`config.mk`:
```
export PLATFORM = sky130hd
export DESIGN_NAME = contadores_lector_flat
export DESIGN_NICKNAME = d
export VERILOG_FILES = /design/src/rtl/contadores_lector_if.sv /design/src/rtl/contadores_lector.sv /design/src/flat_wrapper.sv
export SDC_FILE = /design/constraint.sdc
export NUM_CORES = 1
export LEC_CHECK = 0
export BUFFER_PORTS_ARGS = -buffer_cell sky130_fd_sc_hd__clkbuf_2
export CAP_MARGIN = 30
export CORE_ASPECT_RATIO = 1.4
export CORE_UTILIZATION = 49
export CTS_CLUSTER_DIAMETER = 120
export DETAILED_ROUTE_END_ITERATION = 7
export GPL_ROUTABILITY_DRIVEN = 0
export HOLD_SLACK_MARGIN = 0.12
export PLACE_DENSITY = 0.78
export SLEW_MARGIN = 20
export SYNTH_ARGS = -nofsm -noshare
export SYNTH_HDL_FRONTEND = slang
export SYNTH_SLANG_ARGS = --single-unit
```
`constraint.sdc`:
```
create_clock -name clk -period 2.3 [get_ports clk]
set_clock_uncertainty 0.05 [all_clocks]
set_input_delay 0.46 -clock clk [delete_from_list [all_inputs] [get_ports clk]]
set_output_delay 0.46 -clock clk [all_outputs]
set_load 0.01 [all_outputs]
```
`src/rtl/contadores_lector_if.sv`:
```
// Counter-readout bus between the reader (initiator) and the counter block.
//   req        : read request from the reader
//   idx        : counter index being requested
//   counter_in : counter value returned by the counter block (combinational vs req/idx)
//   valid_in   : counter block valid, qualifies counter_in
// The master modport is the reader side; the slave modport is the counter block side.
interface contadores_lector_if #(
  parameter int CBITS = 5
);
  logic             req;
  logic [1:0]       idx;
  logic [CBITS-1:0] counter_in;
  logic             valid_in;

  modport master (output req, output idx, input counter_in, input valid_in);
  modport slave  (input req, input idx, output counter_in, output valid_in);
endinterface

```
`src/rtl/contadores_lector.sv`:
```
// contadores_lector: initiator side of the counter-readout interface.
// Waits for the datapath to report idle, then walks indices 0..3 issuing one
// read request per selected counter and captures the returned value into one
// of four holding registers. Losing idle during a selected read aborts the
// sweep, pulses restart and starts over from index 0 once idle returns.
// Ports:
//   clk        : clock, all state on rising edge
//   reset      : asynchronous active-high reset
//   start      : one-cycle sweep request, ignored while busy
//   rd_mask    : bit k selects counter k, sampled on accepted start
//   idle       : datapath idle indication
//   bus        : readout bus (req/idx out, counter_in/valid_in in)
//   cnt0..cnt3 : captured counter values
//   busy       : high from accepted start through the done cycle
//   done       : one-cycle pulse when the sweep completes
//   restart    : one-cycle pulse when a sweep was aborted and restarted
//   proto_err  : sticky flag, valid seen while no request outstanding
module contadores_lector #(
  parameter int CBITS = 5
) (
  input  logic                 clk,
  input  logic                 reset,
  input  logic                 start,
  input  logic [3:0]           rd_mask,
  input  logic                 idle,
  contadores_lector_if.master  bus,
  output logic [CBITS-1:0]     cnt0,
  output logic [CBITS-1:0]     cnt1,
  output logic [CBITS-1:0]     cnt2,
  output logic [CBITS-1:0]     cnt3,
  output logic                 busy,
  output logic                 done,
  output logic                 restart,
  output logic                 proto_err
);

  typedef enum logic [1:0] {
    S_IDLE,
    S_WAIT,
    S_READ,
    S_DONE
  } state_t;

  state_t           state, state_nx;
  logic [1:0]       ptr, ptr_nx;
  logic [3:0]       mask_q, mask_nx;
  logic             restart_q, restart_nx;
  logic             cap_en;
  logic             req_int;
  logic [CBITS-1:0] cnt_q [4];

  // All bus/status outputs are decoded from registered state so that no
  // combinational path exists from the inputs to the outputs.
  assign req_int   = (state == S_READ) && mask_q[ptr];
  assign bus.req   = req_int;
  assign bus.idx   = (state == S_READ) ? ptr : 2'd0;
  assign busy      = (state != S_IDLE);
  assign done      = (state == S_DONE);
  assign restart   = restart_q;
  assign cnt0      = cnt_q[0];
  assign cnt1      = cnt_q[1];
  assign cnt2      = cnt_q[2];
  assign cnt3      = cnt_q[3];

  // Next-state logic. Each index gets exactly one READ cycle; a selected
  // index without valid means idle was lost, so the sweep goes back to WAIT
  // and starts again at index 0. Captured values are kept and overwritten on
  // the retry.
  always_comb begin
    state_nx   = state;
    ptr_nx     = ptr;
    mask_nx    = mask_q;
    restart_nx = 1'b0;
    cap_en     = 1'b0;
    case (state)
      S_IDLE: begin
        if (start) begin
          mask_nx  = rd_mask;
          ptr_nx   = 2'd0;
          state_nx = S_WAIT;
        end
      end
      S_WAIT: begin
        if (idle) begin
          state_nx = S_READ;
        end
      end
      S_READ: begin
        if (mask_q[ptr] && !bus.valid_in) begin
          ptr_nx     = 2'd0;
          restart_nx = 1'b1;
          state_nx   = S_WAIT;
        end else begin
          cap_en = mask_q[ptr];
          if (ptr == 2'd3) begin
            state_nx = S_DONE;
          end else begin
            ptr_nx = ptr + 2'd1;
          end
        end
      end
      S_DONE: begin
        state_nx = S_IDLE;
      end
      default: begin
        state_nx = S_IDLE;
      end
    endcase
  end

  // State, pointer, mask and restart pulse registers plus the four holding
  // registers. proto_err is sticky: only reset clears it.
  always_ff @(posedge clk or posedge reset) begin
    if (reset) begin
      state     <= S_IDLE;
      ptr       <= 2'd0;
      mask_q    <= 4'd0;
      restart_q <= 1'b0;
      proto_err <= 1'b0;
      for (int k = 0; k < 4; k++) begin
        cnt_q[k] <= '0;
      end
    end else begin
      state     <= state_nx;
      ptr       <= ptr_nx;
      mask_q    <= mask_nx;
      restart_q <= restart_nx;
      if (bus.valid_in && !req_int) begin
        proto_err <= 1'b1;
      end
      if (cap_en) begin
        cnt_q[ptr] <= bus.counter_in;
      end
    end
  end

endmodule

```
`src/flat_wrapper.sv`:
```
// flat-port wrapper written by rule: the top's interface ports become plain ports
module contadores_lector_flat 
#(
  parameter int CBITS = 5
)
  (clk, reset, start, rd_mask, idle, cnt0, cnt1, cnt2, cnt3, busy, done, restart, proto_err, bus_req, bus_idx, bus_counter_in, bus_valid_in);
  contadores_lector_if #(.CBITS(CBITS)) bus_i ();
  input  logic clk;
  input  logic reset;
  input  logic start;
  input  logic [3:0] rd_mask;
  input  logic idle;
  output logic [CBITS-1:0] cnt0;
  output logic [CBITS-1:0] cnt1;
  output logic [CBITS-1:0] cnt2;
  output logic [CBITS-1:0] cnt3;
  output logic busy;
  output logic done;
  output logic restart;
  output logic proto_err;
  output wire logic [$bits(bus_i.req)-1:0] bus_req;
  output wire logic [$bits(bus_i.idx)-1:0] bus_idx;
  input wire logic [$bits(bus_i.counter_in)-1:0] bus_counter_in;
  input wire logic [$bits(bus_i.valid_in)-1:0] bus_valid_in;
  assign bus_req = bus_i.req;
  assign bus_idx = bus_i.idx;
  assign bus_i.counter_in = bus_counter_in;
  assign bus_i.valid_in = bus_valid_in;
  contadores_lector #(.CBITS(CBITS)) u_core (.clk(clk), .reset(reset), .start(start), .rd_mask(rd_mask), .idle(idle), .bus(bus_i), .cnt0(cnt0), .cnt1(cnt1), .cnt2(cnt2), .cnt3(cnt3), .busy(busy), .done(done), .restart(restart), .proto_err(proto_err));
endmodule
```
==> impl_metrics.ini <==
[finish]
area_delta_synth_final_pct = 24.7
layout_common_cells = clkbuf_2, dfrtp_1, mux2_2
antenna_cells = 0
layout_commonest_cell = clkbuf_2
final_cell_count_no_fill = 177
drive_gt1_share_pct = 53.1
fin_nets = 160
final_cell_area_um2 = 1610
fill_cells = 213

[yosys]
ys_seq_area_share_pct = 58.3
synth-seq-cells = 30
synth_area_um2 = 1290
synth_nets = 112
synth_top_area_cell = dfrtp_1
synth.area.top_cells = dfrtp_1, mux2_2, ha_1
synth_warnings = 0
syn_avg_cell_area_um2 = 13.7
synth_top_area_share_pct = 58.3
ys_types = 24
syn_inst = 94

[global_route]
overflow = 0
antenna_found_initial = 0
grt_pass1_wl_um = 4080
grt_pass1_vias = 904
grt_util_all_layers_pct = 20.9
grt_max_degree = 31

[floorplanning]
die_x_um = 45.3
die_area_um2 = 2840
initial_utilization_pct = 52.7
ios = 41
die_h_um = 62.7
core_um2 = 2440
rows = 21

[setup_path]
start_kind = flip-flop
required_ns = 1.79
r2r_setup_slack_ns = 0.42
crit_fanout = 7
crit_type = flip-flop to output port
arrival_ns = 1.70
cp-end-kind = output port

[timing]
tightest_slew_ns = 0.363
fmax_ghz = 0.453
fin_crit_ns = 2.21
rsz0062_at_grt = false
relSlewSlack_pct = 75.8
drv_slew = 0
whs_ns = 0.308
fin_tns_setup_ns = 0
fin_crit_sh_pct = 95.9
hold_viol_final = 0
setup_viol = 0

[pwr]
ir_drop_mv = 0.644
p_leak_nw = 0.851
power.density_nw_per_um2 = 1100

[place]
place_area_um2 = 1540
io_buffers = 40
dp_hpwl_um = 1860
dp_cells = 168

[outcome]
outcome = finished, final reports clean

[clocking]
cts_root_buf = clkbuf_4
cts-buffers-inserted = 5
htree_levels = 2
clkTransAtPathRegs_ns = 0.09
post_cts_buffers = 0
cts_tree = yes
clock_sinks = 30
clk_latency_ns = 0.33
cts_buffer_depth = 2

[routing]
drt_iter0_drc = 15
via_per_inst = 5.08
first_pass_iters = 4
drc = 0
ant_nets = 0
totalWireLength_um = 2440
via_count = 900
routedWlPerCell_um = 13.8

[job]
maxCapViolations = 0

[worst_hold_path]
hp-class = input pin to flip-flop
==> routing by layer <==
layer	vias up	GRT usage, %	wire length (um)
li1	428	-	-
met1	442	22.1	922
met2	24	34.8	1360
met3	6	7.80	97
met4	0	10.2	59
met5	-	0	0
==> area by class of cell <==
cell class | count | area (um^2) | share of cell area, %
Sequential cell | 30 | 752 | 46.8
Timing Repair Buffer | 42 | 218 | 13.6
Multi-Input combinational cell | 58 | 515 | 32.1
Tap cell | 34 | 42.5 | 2.65
Clock inverter | 1 | 5.00 | 0.312
Inverter | 5 | 18.8 | 1.17
Clock buffer | 7 | 55.1 | 3.43
==> stage by stage <==
stage | setup slack [ns] | utilization (%) | total power [mW]
detailed placement | 0.374 | 62.8 | 1.47
floorplan | 0.560 | - | 1.23
global route | 0.0310 | 65.7 | 1.91
global placement | 0.434 | 62.8 | 1.43
CTS | 0.0218 | 65.7 | 1.80
finish | 0.0935 | 65.7 | 1.77
==> final timing paths <==
path | start | end | cells past startpoint
max | u_core.ptr[0]$_DFFE_PP0P_ | bus_req | 3
min reg2reg | u_core.proto_err$_DFFE_PP0P_ | u_core.proto_err$_DFFE_PP0P_ | 1
min in group asynchronous | reset | u_core.cnt0[0]$_DFFE_PP0P_ | 4
max reg2reg | u_core.ptr[0]$_DFFE_PP0P_ | u_core.cnt2[3]$_DFFE_PP0P_ | 3
min | rd_mask[3] | u_core.mask_q[3]$_DFFE_PP0P_ | 2
max in group asynchronous | reset | u_core.ptr[0]$_DFFE_PP0P_ | 4
==> synthesized netlist by cell type <==
| cell | count |
|---|---|
| nor3_1 | 1 |
| mux2_2 | 23 |
| o21ai_0 | 2 |
| and3b_1 | 1 |
| mux4_2 | 1 |
| and2_1 | 1 |
| a21o_2 | 1 |
| dfrtp_1 | 30 |
| nand2b_1 | 2 |
| nor2_1 | 4 |
| or2_2 | 1 |
| o2bb2ai_1 | 1 |
| a32o_1 | 2 |
| mux2_1 | 1 |
| clkbuf_1 | 1 |
| nor2b_1 | 1 |
| and2_2 | 1 |
| o21bai_1 | 2 |
| a21oi_1 | 1 |
| nand2_1 | 3 |
| inv_1 | 5 |
| o22ai_1 | 1 |
| nand3_1 | 4 |
| ha_1 | 4 |
==> sequential cells by signal, indices dropped and copies added (netlist names) <==
| name | cells |
|---|---|
| u_core.cnt0 | 5 |
| u_core.cnt1 | 5 |
| u_core.cnt2 | 5 |
| u_core.cnt3 | 5 |
| u_core.mask_q | 4 |
| u_core.proto_err | 1 |
| u_core.ptr | 2 |
| u_core.restart | 1 |
| u_core.state | 2 |
==> repair_timing <==
item | 4_1_cts | 5_1_grt
setup endpoints to repair | 0 | 1
hold buffers | 1 | 0
gates resized for setup | 0 | 1
hold endpoints to repair | 30 | 0
==> critical path, stage by stage, from the launching register on <==
cell,delay (ns)
dfrtp_2,0.44
mux4_2,0.59
and2_2,0.21
clkbuf_2,0.12
==> cells by family after synthesis <==
family	after synthesis	synth area share [%]
AO/OA/AOI/OAI	10	5.73
adder cells (fa/ha/maj)	4	3.88
buffers and inverters	6	1.75
flip-flops	30	58.3
multiplexers	25	22.7
AND/OR/NAND/NOR	19	7.67
==> power breakdown <==
part           internal (mW)  total [mW]  switching (mW)
logic                  0.326       0.611           0.285
registers              0.702       0.835           0.132
clock network          0.148       0.324           0.176
total                   1.18        1.77           0.593
Power figures use the tool's default switching activity.
